**config.mk**
```make
export PLATFORM = sky130hd
export DESIGN_NAME = esm_issue_scheduler_flat
export DESIGN_NICKNAME = d
export VERILOG_FILES = /design/src/rtl/esm_issue_scheduler_if.sv /design/src/rtl/esm_issue_scheduler.sv /design/src/flat_wrapper.sv
export SDC_FILE = /design/constraint.sdc
export NUM_CORES = 1
export LEC_CHECK = 0
export BUFFER_PORTS_ARGS = -buffer_cell sky130_fd_sc_hd__buf_2
export CAP_MARGIN = 15
export CORE_UTILIZATION = 40
export DETAILED_ROUTE_END_ITERATION = 6
export SYNTH_ARGS = -nofsm -noshare
export SYNTH_HDL_FRONTEND = slang
export SYNTH_SLANG_ARGS = --single-unit
```
**constraint.sdc**
```tcl
create_clock -name clk -period 3.2 [get_ports clk]
set_input_delay 0.16 -clock clk [delete_from_list [all_inputs] [get_ports clk]]
set_output_delay 0.16 -clock clk [all_outputs]
set_load 0.005 [all_outputs]
```
**src/rtl/esm_issue_scheduler_if.sv**
```systemverilog
// Handshake bundle between the ESM dependency analyser, the issue scheduler and execution.
// The scheduler side uses the slave modport.
interface esm_issue_scheduler_if #(
    parameter int bs = 16
);
    localparam int IW = $clog2(bs);

    logic          alloc_valid;
    logic [bs-1:0] alloc_deps;
    logic          alloc_ready;
    logic [IW-1:0] alloc_index;
    logic          issue_valid;
    logic [IW-1:0] issue_index;
    logic          issue_ready;
    logic          complete_valid;
    logic [IW-1:0] complete_index;
    logic [IW:0]   occupancy;

    modport master (
        output alloc_valid, alloc_deps, issue_ready, complete_valid, complete_index,
        input  alloc_ready, alloc_index, issue_valid, issue_index, occupancy
    );

    modport slave (
        input  alloc_valid, alloc_deps, issue_ready, complete_valid, complete_index,
        output alloc_ready, alloc_index, issue_valid, issue_index, occupancy
    );
endinterface

```
**src/rtl/esm_issue_scheduler.sv**
```systemverilog
// Issue scheduler: owns the instruction buffer slots and tracks their dependencies and
// relative age. It issues the oldest dependency-free slot and frees slots on completion.
module esm_issue_scheduler #(
    parameter int bs = 16
) (
    input  logic                  clk,
    input  logic                  rst,
    esm_issue_scheduler_if.slave  sif
);
    localparam int          IW      = $clog2(bs);
    localparam logic [IW:0] OCC_ONE = {{IW{1'b0}}, 1'b1};

    typedef enum logic [1:0] {
        SLOT_FREE    = 2'd0,
        SLOT_WAITING = 2'd1,
        SLOT_ISSUED  = 2'd2
    } slot_state_e;

    slot_state_e   state_r   [bs];
    slot_state_e   state_n_s [bs];
    logic [bs-1:0] dep_r     [bs];
    logic [bs-1:0] dep_n_s   [bs];
    logic [bs-1:0] older_r   [bs];
    logic [bs-1:0] older_n_s [bs];
    logic [IW:0]   occ_r;
    logic [IW:0]   occ_n_s;

    logic [bs-1:0] nonfree_s;
    logic [bs-1:0] ready_s;
    logic [bs-1:0] oldest_s;
    logic [bs-1:0] alloc_mask_s;
    logic [bs-1:0] comp_mask_s;
    logic          alloc_ready_s;
    logic          alloc_fire_s;
    logic          issue_valid_s;
    logic          issue_fire_s;
    logic          comp_fire_s;
    logic [IW-1:0] alloc_index_s;
    logic [IW-1:0] issue_index_s;

    // Slot classification: occupied slots and slots whose dependencies have all drained
    always_comb begin
        nonfree_s = {bs{1'b0}};
        ready_s   = {bs{1'b0}};
        for (int i = 0; i < bs; i++) begin
            nonfree_s[i] = (state_r[i] != SLOT_FREE);
            ready_s[i]   = (state_r[i] == SLOT_WAITING) && (dep_r[i] == {bs{1'b0}});
        end
    end

    // Lowest-numbered free slot; the descending scan leaves the lowest hit last
    always_comb begin
        alloc_index_s = {IW{1'b0}};
        alloc_mask_s  = {bs{1'b0}};
        for (int i = bs - 1; i >= 0; i--) begin
            if (!nonfree_s[i]) begin
                alloc_index_s   = IW'(i);
                alloc_mask_s    = {bs{1'b0}};
                alloc_mask_s[i] = 1'b1;
            end else begin
                alloc_index_s = alloc_index_s;
            end
        end
        alloc_ready_s = ~(&nonfree_s);
    end

    // Oldest ready slot: ready and no other ready slot is recorded as older than it
    always_comb begin
        oldest_s      = {bs{1'b0}};
        issue_index_s = {IW{1'b0}};
        for (int i = 0; i < bs; i++) begin
            oldest_s[i] = ready_s[i] && ((older_r[i] & ready_s) == {bs{1'b0}});
        end
        for (int i = bs - 1; i >= 0; i--) begin
            if (oldest_s[i]) begin
                issue_index_s = IW'(i);
            end else begin
                issue_index_s = issue_index_s;
            end
        end
        issue_valid_s = |ready_s;
    end

    // Qualified events; a completion only counts against an ISSUED slot
    always_comb begin
        alloc_fire_s = sif.alloc_valid && alloc_ready_s;
        issue_fire_s = issue_valid_s && sif.issue_ready;
        comp_fire_s  = 1'b0;
        comp_mask_s  = {bs{1'b0}};
        for (int i = 0; i < bs; i++) begin
            if (sif.complete_valid && (sif.complete_index == IW'(i)) &&
                (state_r[i] == SLOT_ISSUED)) begin
                comp_fire_s    = 1'b1;
                comp_mask_s[i] = 1'b1;
            end else begin
                comp_mask_s[i] = 1'b0;
            end
        end
    end

    // Next slot state, dependency and age matrices, and occupancy
    always_comb begin
        for (int i = 0; i < bs; i++) begin
            state_n_s[i] = state_r[i];
            dep_n_s[i]   = dep_r[i] & ~comp_mask_s;
            older_n_s[i] = older_r[i] & ~comp_mask_s;
            if (comp_mask_s[i]) begin
                state_n_s[i] = SLOT_FREE;
                older_n_s[i] = {bs{1'b0}};
            end else if (alloc_fire_s && alloc_mask_s[i]) begin
                state_n_s[i] = SLOT_WAITING;
                dep_n_s[i]   = sif.alloc_deps & nonfree_s & ~alloc_mask_s & ~comp_mask_s;
                // A slot freed this cycle must not linger as "older" once it is reused
                older_n_s[i] = nonfree_s & ~comp_mask_s;
            end else if (issue_fire_s && (issue_index_s == IW'(i))) begin
                state_n_s[i] = SLOT_ISSUED;
            end else begin
                state_n_s[i] = state_r[i];
            end
        end
        case ({alloc_fire_s, comp_fire_s})
            2'b10:   occ_n_s = occ_r + OCC_ONE;
            2'b01:   occ_n_s = occ_r - OCC_ONE;
            default: occ_n_s = occ_r;
        endcase
    end

    // State registers with synchronous reset
    always_ff @(posedge clk) begin
        if (rst) begin
            for (int i = 0; i < bs; i++) begin
                state_r[i] <= SLOT_FREE;
                dep_r[i]   <= {bs{1'b0}};
                older_r[i] <= {bs{1'b0}};
            end
            occ_r <= {(IW + 1){1'b0}};
        end else begin
            for (int i = 0; i < bs; i++) begin
                state_r[i] <= state_n_s[i];
                dep_r[i]   <= dep_n_s[i];
                older_r[i] <= older_n_s[i];
            end
            occ_r <= occ_n_s;
        end
    end

    assign sif.alloc_ready = alloc_ready_s;
    assign sif.alloc_index = alloc_index_s;
    assign sif.issue_valid = issue_valid_s;
    assign sif.issue_index = issue_index_s;
    assign sif.occupancy   = occ_r;
endmodule

```
**src/flat_wrapper.sv**
```systemverilog
// flat-port wrapper written by rule: the top's interface ports become plain ports
module esm_issue_scheduler_flat 
#(
    parameter int bs = 16
)
  (clk, rst, sif_alloc_valid, sif_alloc_deps, sif_issue_ready, sif_complete_valid, sif_complete_index, sif_alloc_ready, sif_alloc_index, sif_issue_valid, sif_issue_index, sif_occupancy);
  esm_issue_scheduler_if #(.bs(bs)) sif_i ();
  input  logic clk;
  input  logic rst;
  input wire logic [$bits(sif_i.alloc_valid)-1:0] sif_alloc_valid;
  input wire logic [$bits(sif_i.alloc_deps)-1:0] sif_alloc_deps;
  input wire logic [$bits(sif_i.issue_ready)-1:0] sif_issue_ready;
  input wire logic [$bits(sif_i.complete_valid)-1:0] sif_complete_valid;
  input wire logic [$bits(sif_i.complete_index)-1:0] sif_complete_index;
  output wire logic [$bits(sif_i.alloc_ready)-1:0] sif_alloc_ready;
  output wire logic [$bits(sif_i.alloc_index)-1:0] sif_alloc_index;
  output wire logic [$bits(sif_i.issue_valid)-1:0] sif_issue_valid;
  output wire logic [$bits(sif_i.issue_index)-1:0] sif_issue_index;
  output wire logic [$bits(sif_i.occupancy)-1:0] sif_occupancy;
  assign sif_i.alloc_valid = sif_alloc_valid;
  assign sif_i.alloc_deps = sif_alloc_deps;
  assign sif_i.issue_ready = sif_issue_ready;
  assign sif_i.complete_valid = sif_complete_valid;
  assign sif_i.complete_index = sif_complete_index;
  assign sif_alloc_ready = sif_i.alloc_ready;
  assign sif_alloc_index = sif_i.alloc_index;
  assign sif_issue_valid = sif_i.issue_valid;
  assign sif_issue_index = sif_i.issue_index;
  assign sif_occupancy = sif_i.occupancy;
  esm_issue_scheduler #(.bs(bs)) u_core (.clk(clk), .rst(rst), .sif(sif_i));
endmodule
```
After elaboration in Yosys (flattened, before gate mapping)
Memory sizes are Yosys's and may differ from the RTL's.
Cells that the tools add are included.
Word-level totals
  register bits after elaboration: 5
  bits in writable memories: 544
  input bits: 25
  output and inout bits: 15
  logic and storage cells: 567
  memories: 3
Cells by class
  add/subtract/negate cells: 2
  equal/unequal tests: 64
  mux-type cells: 243
  bitwise operators: 103
  reductions and logical operators: 151
Memories
  u_core.dep_r: depth 16, width 16, read ports 16, clocked after Yosys merged registers in 0, write ports 16, line esm_issue_scheduler.sv:21  | logic [bs-1:0] dep_r [bs];
  u_core.older_r: depth 16, width 16, read ports 16, clocked after Yosys merged registers in 0, write ports 16, line esm_issue_scheduler.sv:23  | logic [bs-1:0] older_r [bs];
  u_core.state_r: depth 16, width 2, read ports 16, clocked after Yosys merged registers in 0, write ports 16, line esm_issue_scheduler.sv:19  | slot_state_e state_r [bs];
Operator list (count)
  two-way mux 16 bit: 112
  bitwise AND 16 bit: 52
  zero test 16 bit: 32
  two-way mux 2 bit: 64
  two-way mux 4 bit: 32
  logical AND 1 bit: 98
  equality test 4 bit (second input constant): 16
  OR 1 bit: 48
  equality test 2 x 1 -> 1 bit (second input constant): 17
  equality test 2 bit (second input constant): 17
  two-way mux 1 bit: 34
  nonzero test 2 bit: 17
  equality test 4 x 3 -> 1 bit (second input constant): 8
  NOT 16 bit: 2
  equality test 4 x 2 -> 1 bit (second input constant): 4
  AND reduction 16 bit: 1
  OR reduction 16 bit: 1
  one-hot mux 5 bit (2 select lines): 1
  equality test 4 x 1 -> 1 bit (second input constant): 2
  zero test 4 bit: 2
  adder 5 x 1 -> 5 bit (second input constant): 1
  subtractor 5 x 1 -> 5 bit (second input constant): 1
  NOT 1 bit: 1

Depth between registers and ports, before layout
Gate-level depths: netlist (run 1).
  word-level depth: 27
  gate-level depth with buffers: 15
  depth with buffers taken out: 14

Worst setup path before layout (run 1)
No wires, ideal clock.
  kind: flip-flop to flip-flop
  start point: memory u_core.state_r[0][1] in the netlist's numbering
  end point: register u_core.occ_r[4], in the netlist u_core.sif.occupancy[4]
  setup time: 71 ps
  data arrival time: 3240 ps
  required time: 3129 ps
  setup slack: -111 ps
  cell stages (with the launch flop): 15
  path buffers: 1
  clock period less this slack: 3311 ps
  cell sequence: dfxtp_1 > o22ai_1 > or3_1 > nor4_1 > nand2_1 > and2_1 > buf_2 > inv_2 > ha_1 > ha_1 > a21o_1 > a21oi_1 > xor2_1 > or3_1 > a21oi_1
RTL lines
  start: declaration: line esm_issue_scheduler.sv:19
  end signal: assignment: line esm_issue_scheduler.sv:136  | occ_r <= {(IW + 1){1'b0}};
  end signal: assignment: line esm_issue_scheduler.sv:143  | occ_r <= occ_n_s;
  end: declaration: line esm_issue_scheduler.sv:25  | logic [IW:0] occ_r;

==> results of run 1 <==
-- cell usage in the layout, fill, tap and decap left out, types with 10 or more instances in the layout --
cell,instances
clkbuf_8,13
and2_1,17
or2_2,10
buf_2,34
clkbuf_16,62
nor3_1,114
clkbuf_1,13
buf_12,45
buf_6,34
nand2_1,46
nor2_1,800
a2111oi_0,99
and4b_1,19
a21oi_1,22
dfxtp_1,542
and4_1,13
buf_4,313
nand3_1,198
a32oi_1,27
clkinv_2,11
a211oi_1,19
nand4_1,57
a31oi_1,242
nor4_1,41
nor3_2,10
nand4b_1,16
and3_1,61
or4_4,17
-- worst max-delay path by stage --
stage | start | to | slack [ps] | depth (start not counted)
floorplan | u_core.state_r[2][1]$_SDFFE_PP0P_ | u_core.sif.occupancy[4]$_SDFFE_PP0P_ | 0.4 | 14
global placement | u_core.state_r[1][4]$_SDFFE_PP0P_ | u_core.state_r[3][7]$_SDFFE_PP0P_ | -270 | 12
detailed placement | u_core.dep_r[6][8]$_SDFF_PP0_ | u_core.state_r[1][4]$_SDFFE_PP0P_ | -290 | 12
CTS | u_core.dep_r[15][6]$_SDFF_PP0_ | sif_issue_index[3] | -590 | 12
global route | u_core.dep_r[12][2]$_SDFF_PP0_ | sif_issue_index[0] | -650 | 12
finish | u_core.dep_r[12][2]$_SDFF_PP0_ | sif_issue_index[0] | -620 | 12
-- flip-flops by register name, indices dropped and copies added, names as in the netlist --
register	count
u_core.state_r	32
u_core.sif.occupancy	5
u_core.dep_r	256
u_core.older_r	256
-- area by class of cell --
class                      count  area (sq um)  area share (%)
multi-input combinational   2023         11700            39.5
sequential                   549         11000            37.1
timing repair buffer         433          3910            13.2
clock buffer                  86          1740            5.87
tap                          756           946            3.19
clock inverter                21           312            1.05
inverter                      10          47.5           0.160
antenna                        2          5.00          0.0169
-- power breakdown --
part / internal [uW] / switching (uW) / leakage [uW]
clock network: 4390 / 2910 / 0.00101
logic: 273 / 540 / 0.00565
registers: 6890 / 42.4 / 0.00443
-- metal layers --
layer | track usage [%] | wire length, microns | up-vias | part of all wire (%)
met2 | 52.7 | 45000 | 1536 | 43
li1 | - | - | 10782 | -
met4 | 18.1 | 5690 | 4 | 5.4
met1 | 45.8 | 42900 | 11859 | 41
met3 | 7.34 | 11400 | 320 | 11
met5 | 0 | 31 | - | 0.030
-- logic make-up (layout without fill, tap and decap cells) --
kind of cell,Yosys count,in the layout,share of synthesized area [%]
fa+ha+maj,5,5,0.304
compound gates,493,493,15.5
buf+inv,276,550,4.73
other cells,0,2,0
flops,549,549,47.7
simple gates,1520,1520,31.6
xor+xnor,4,4,0.152
mux,1,1,0.0434
-- tightest hold or removal path, stage by stage --
cell and delay [ps]:
buf_2 90, nand3_1 150, nor2_1 130, a31oi_1 40
nor2_1 70
-- through the flow --
stage / power, uW / cell area, sq um / std cells
after CTS: 15000 / 29100 / 3863
after global routing: 15400 / 29700 / 3879
after detailed placement: 7780 / 26400 / 3735
final: 15000 / 29700 / 3880
after global placement: 7770 / 26400 / 3735
after floorplan: 7420 / 23100 / 2848
-- repair_timing --
item	4_1_cts	5_1_grt
gates resized for setup	104	87
setup endpoints to repair	38	121
buffers inserted	20	17
gates cloned	0	1
hold buffers	2	0
endpoints found under the hold margin	31	0
pin swaps	45	31
==> impl_metrics.yaml, run 1 <==
status:
  outcome: "finished with violations"
  violations: "setup timing"
synth:
  synth-main-ff-cell: "dfxtp_1"
  synth_area_sq_mm: 0.0230
  ys_seq_area_share_pct: 47.7
  synth.distinct_cells: 73
  postSynthCellCount: 2848
  async_flop_share_pct: 0
  synthTopCellsByCount: "nor2_1 (811), dfxtp_1 (549), a31oi_1 (248)"
  synth-warning-count: 0
  synth_top_area_share_pct: 47.7
  ys_ff_latch: 549
  yosys.area.top_type: "dfxtp_1"
  synthesis.nets: 2878
  synth_area_leaders: "dfxtp_1 (48%), nor2_1 (13%), a31oi_1 (6.7%), nand3_1 (4.4%), clkbuf_1 (3.9%)"
  synth-edff-count: 0
  synth_most_common_cell: "nor2_1"
  syn_avg_cell_area_sq_um: 8.09
die:
  rows: 87
  initial_utilization_pct: 40.6
  ios: 40
  die_x_microns: 242
  dieArea_sq_mm: 0.0586
  core_area_sq_mm: 0.0567
  dieHeight_microns: 242
sta:
  setup_viol: 36
  final.setup.tns_ps: -11250
  holdWs_ps: 40.0
  finalHoldViolCount: 0
  min_period_over_period_pct: 119
  finalMaxSlewViolations: 0
  post-route-min-period_ps: 3820
  rsz0062_at_grt: "true"
  tightest_slew_ps: 976
  finClkSkew_ps: 27.8
  fmax_mhz: 262
  max_slew_margin_pct: 34.8
  finalWorstSetupSlack_ps: -619
worst_setup_path:
  timing.rr.start: "u_core.dep_r[12][2]$_SDFF_PP0_"
  cp_slowest_cell: "or4_4"
  crit_family: "compound AO/OA/AOI/OAI gates"
  r2r-end: "u_core.state_r[1][6]$_SDFFE_PP0P_"
  cp-end-kind: "output port"
  critPathRequiredTime_ps: 3040
  rr_worst_depth: 15
  r2r_slack_ps: -510
  arrival_ps: 3660
  path_class: "reg2out"
  cp_max_fo: 4
  crit_path_start_kind: "flip-flop"
  max_stage_delay_ps: 540
  critical_path.cell_chain: "or4_4, nor4_4, buf_6, buf_6, a32oi_1, and4_2, a2111oi_4, o21ai_2, a311oi_4, a21oi_4, inv_4, buf_6"
  cpMostUsedCell: "buf_6"
  critPathBufInv: 4
layout:
  fillers: 5151
  postLayoutCoreUtil_pct: 52.3
  fin_nets: 3106
  syn_to_final_growth_pct: 28.7
  drive_gt1_share_pct: 21.5
detailed_routing:
  dr.first_iter.drc_count: 3418
  ant_nets: 0
  drt_wl_total_microns: 105000
  wl_per_cell_microns: 27.1
  via_per_inst: 6.31
  firstDrtPassIters: 6
  drcViolationCount: 0
  vias: 24501
power:
  vdd_drop_max_mv: 0.501
  p_per_area_mw_per_mm2: 507
  p_leak_uw: 0.0111
flow_run:
  maxCapViolCount: 0
clocking:
  h-tree-depth: 2
  cts_tree: "yes"
  insertion_delay_ps: 640
  numCtsBuffers: 59
  cts.path.max_buffers: 3
  clock_sinks: 549
  cts_root_buf: "clkbuf_16"
  clk_pin_slew_worst_paths_ps: 70
grt:
  gr-usage-all-layers_pct: 34.6
  grt_max_degree: 201
  grt_pass1_vias: 23223
  grt_pass1_wl_microns: 152000
  grt_overflow: 0
  grt_antenna_before_repair: 6
hold_path:
  worstHoldStart: "sif_alloc_deps[7]"
  holdPathStages: 5
  worstHoldEndpoint: "u_core.dep_r[0][7]$_SDFF_PP0_"
  hold_path_class: "in2reg"
place:
  io_buffers: 39
  routabilityCongestion: 1.03
  hpwlAfterDp_microns: 70800
  dp_slack_ps: -288
(Power assumes the default switching activity.)
==> run 2, diff against run 1 <==
- SKIP_LAST_GASP: not set -> 1
==> run 2 against run 1 <==
Net effect:
- the flow still finishes with violations (setup timing)
- cell count decreased by 0.10%
- clock skew barely moved
- register-to-register slack about the same
- combinational power decreased by 1%
- clock power about the same
- total power about the same
- largest cell class unchanged
- die area unchanged
- sequential power is essentially flat
- routed wire length about the same
- sequential cell count stayed put
- non-clock buffer count fell by 2
==> impl_metrics.yaml, run 2 (synthesis results as in run 1) <==
die:
  rows: 87
  dieHeight_microns: 242
  core_area_sq_mm: 0.0567
  ios: 40
  dieArea_sq_mm: 0.0586
  initial_utilization_pct: 40.6
  die_x_microns: 242
power:
  p_leak_uw: 0.0110
  finalPower_uw: 15000
  vdd_drop_max_mv: 0.500
  p_per_area_mw_per_mm2: 510
hold_path:
  worstHoldStart: "sif_alloc_deps[7]"
  hold_path_class: "in2reg"
sta:
  min_period_over_period_pct: 121
  rsz0062_at_grt: "true"
  fmax_mhz: 258
  final.setup.tns_ps: -12240
  setup_viol: 36
  tightest_slew_ps: 986
  finClkSkew_ps: 27.8
  finalMaxSlewViolations: 0
  finalWorstSetupSlack_ps: -671
  max_slew_margin_pct: 34.1
  finalHoldViolCount: 0
  post-route-min-period_ps: 3870
grt:
  global_route.usage.met3_pct: 6.88
  grt_overflow: 0
  grt_max_degree: 201
  grt_pass1_wl_microns: 152000
  use_met1_pct: 46.2
  grt_busiest_layer: "met2"
  met2_usage_pct: 52.5
  grt_pass1_vias: 23172
  gr-usage-all-layers_pct: 34.5
  grt_antenna_before_repair: 3
clocking:
  insertion_delay_ps: 640
  clock_sinks: 549
  h-tree-depth: 2
  cts.path.max_buffers: 3
  numCtsBuffers: 59
  cts_root_buf: "clkbuf_16"
  cts_tree: "yes"
  clk_pin_slew_worst_paths_ps: 70
layout:
  top_regs: "u_core.dep_r: 256 flops, u_core.older_r: 256 flops, u_core.state_r: 32 flops"
  final_cell_mix: "nor2_1 (803), dfxtp_1 (543), buf_4 (322)"
  postLayoutCoreUtil_pct: 52.0
  syn_to_final_growth_pct: 27.9
  fin_nets: 3104
  layout_commonest_cell: "nor2_1"
  final_cells: 3876
  fillers: 5172
  antenna_cells: 0
  drive_gt1_share_pct: 21.1
worst_setup_path:
  cp-end-kind: "output port"
  cp_slowest_cell: "or3_4"
  r2r_slack_ps: -520
  max_stage_delay_ps: 470
  rr_worst_depth: 15
  critical_path.cell_chain: "nor2b_1, buf_4, and2_0, buf_12, nand3_1, nand4_1, or3_4, nand4_1, buf_4, nor2_4, nor4_2, buf_4, buf_6"
  crit_path_start_kind: "flip-flop"
  timing.rr.start: "u_core.dep_r[12][2]$_SDFF_PP0_"
  arrival_ps: 3710
  startpoint: "u_core.state_r[3][4]$_SDFFE_PP0P_"
  r2r-end: "u_core.state_r[1][6]$_SDFFE_PP0P_"
  endpoint: "sif_issue_index[3]"
  cp_max_fo: 11
  critPathRequiredTime_ps: 3040
  cpMostUsedCell: "buf_4"
  path_class: "reg2out"
detailed_routing:
  drcViolationCount: 0
  dr.first_iter.drc_count: 3549
  wl_per_cell_microns: 27.1
  via_per_inst: 6.36
  ant_nets: 0
  vias: 24636
  firstDrtPassIters: 7
  drt_wl_total_microns: 105000
place:
  io_buffers: 39
  routabilityCongestion: 1.03
  dp_cells: 3735
  hpwlAfterDp_microns: 70800
  dp_slack_ps: -288
status:
  outcome: "finished with violations"
  violations: "setup timing"
flow_run:
  maxCapViolCount: 0
==> run 2: routing by layer <==
| layer | vias to the layer above | part of all wire (%) |
|---|---|---|
| li1 | 10770 | - |
| met1 | 11893 | 41 |
| met2 | 1622 | 42 |
| met3 | 349 | 11 |
| met4 | 2 | 5.9 |
| met5 | - | 0.011 |
==> run 2: cell type report <==
class	instances	area (sq um)	share of cell area, %
Tap cell	756	946	3.21
Clock inverter	21	312	1.06
Inverter	10	47.5	0.161
Multi-Input combinational cell	2023	11600	39.4
Timing Repair Buffer	431	3830	13.0
Clock buffer	86	1740	5.90
Sequential cell	549	11000	37.3
==> run 2: critical path: cells and delay by family, from the launching register on <==
kind	cells	cell delay [ps]
simple gates	8	1830
flops	1	400
buf+inv	5	850
==> run 2: worst min path at each step <==
stage	endpoint	slack [ps]	cells past startpoint
floorplan	u_core.older_r[14][14]$_SDFF_PP0_	420	2
global placement	u_core.older_r[15][15]$_SDFF_PP0_	430	2
detailed placement	u_core.older_r[14][14]$_SDFF_PP0_	450	2
CTS	u_core.dep_r[0][7]$_SDFF_PP0_	20	5
global route	u_core.dep_r[0][7]$_SDFF_PP0_	100	5
finish	u_core.dep_r[0][7]$_SDFF_PP0_	30	5
==> run 2: power breakdown <==
part | internal [uW] | leakage [uW] | switching, uW
sequential | 6890 | 0.00443 | 41.7
clock | 4390 | 0.00101 | 2910
combinational | 268 | 0.00560 | 534
total | 11500 | 0.0110 | 3490
==> run 2: repair_timing <==
item	CTS	global route
buffers inserted	20	14
resized for setup	95	65
hold buffers	2	0
gates cloned	0	1
endpoints found under the hold margin	31	0
pin swaps	44	24
endpoints found under the setup margin	38	121
==> run 2: metrics by stage <==
stage	hold slack, ps	area (sq um)
finish	31.9	29500
detailed placement	447	26400
floorplan	423	23100
global placement	433	26400
CTS	16.8	29100
global route	97.4	29500
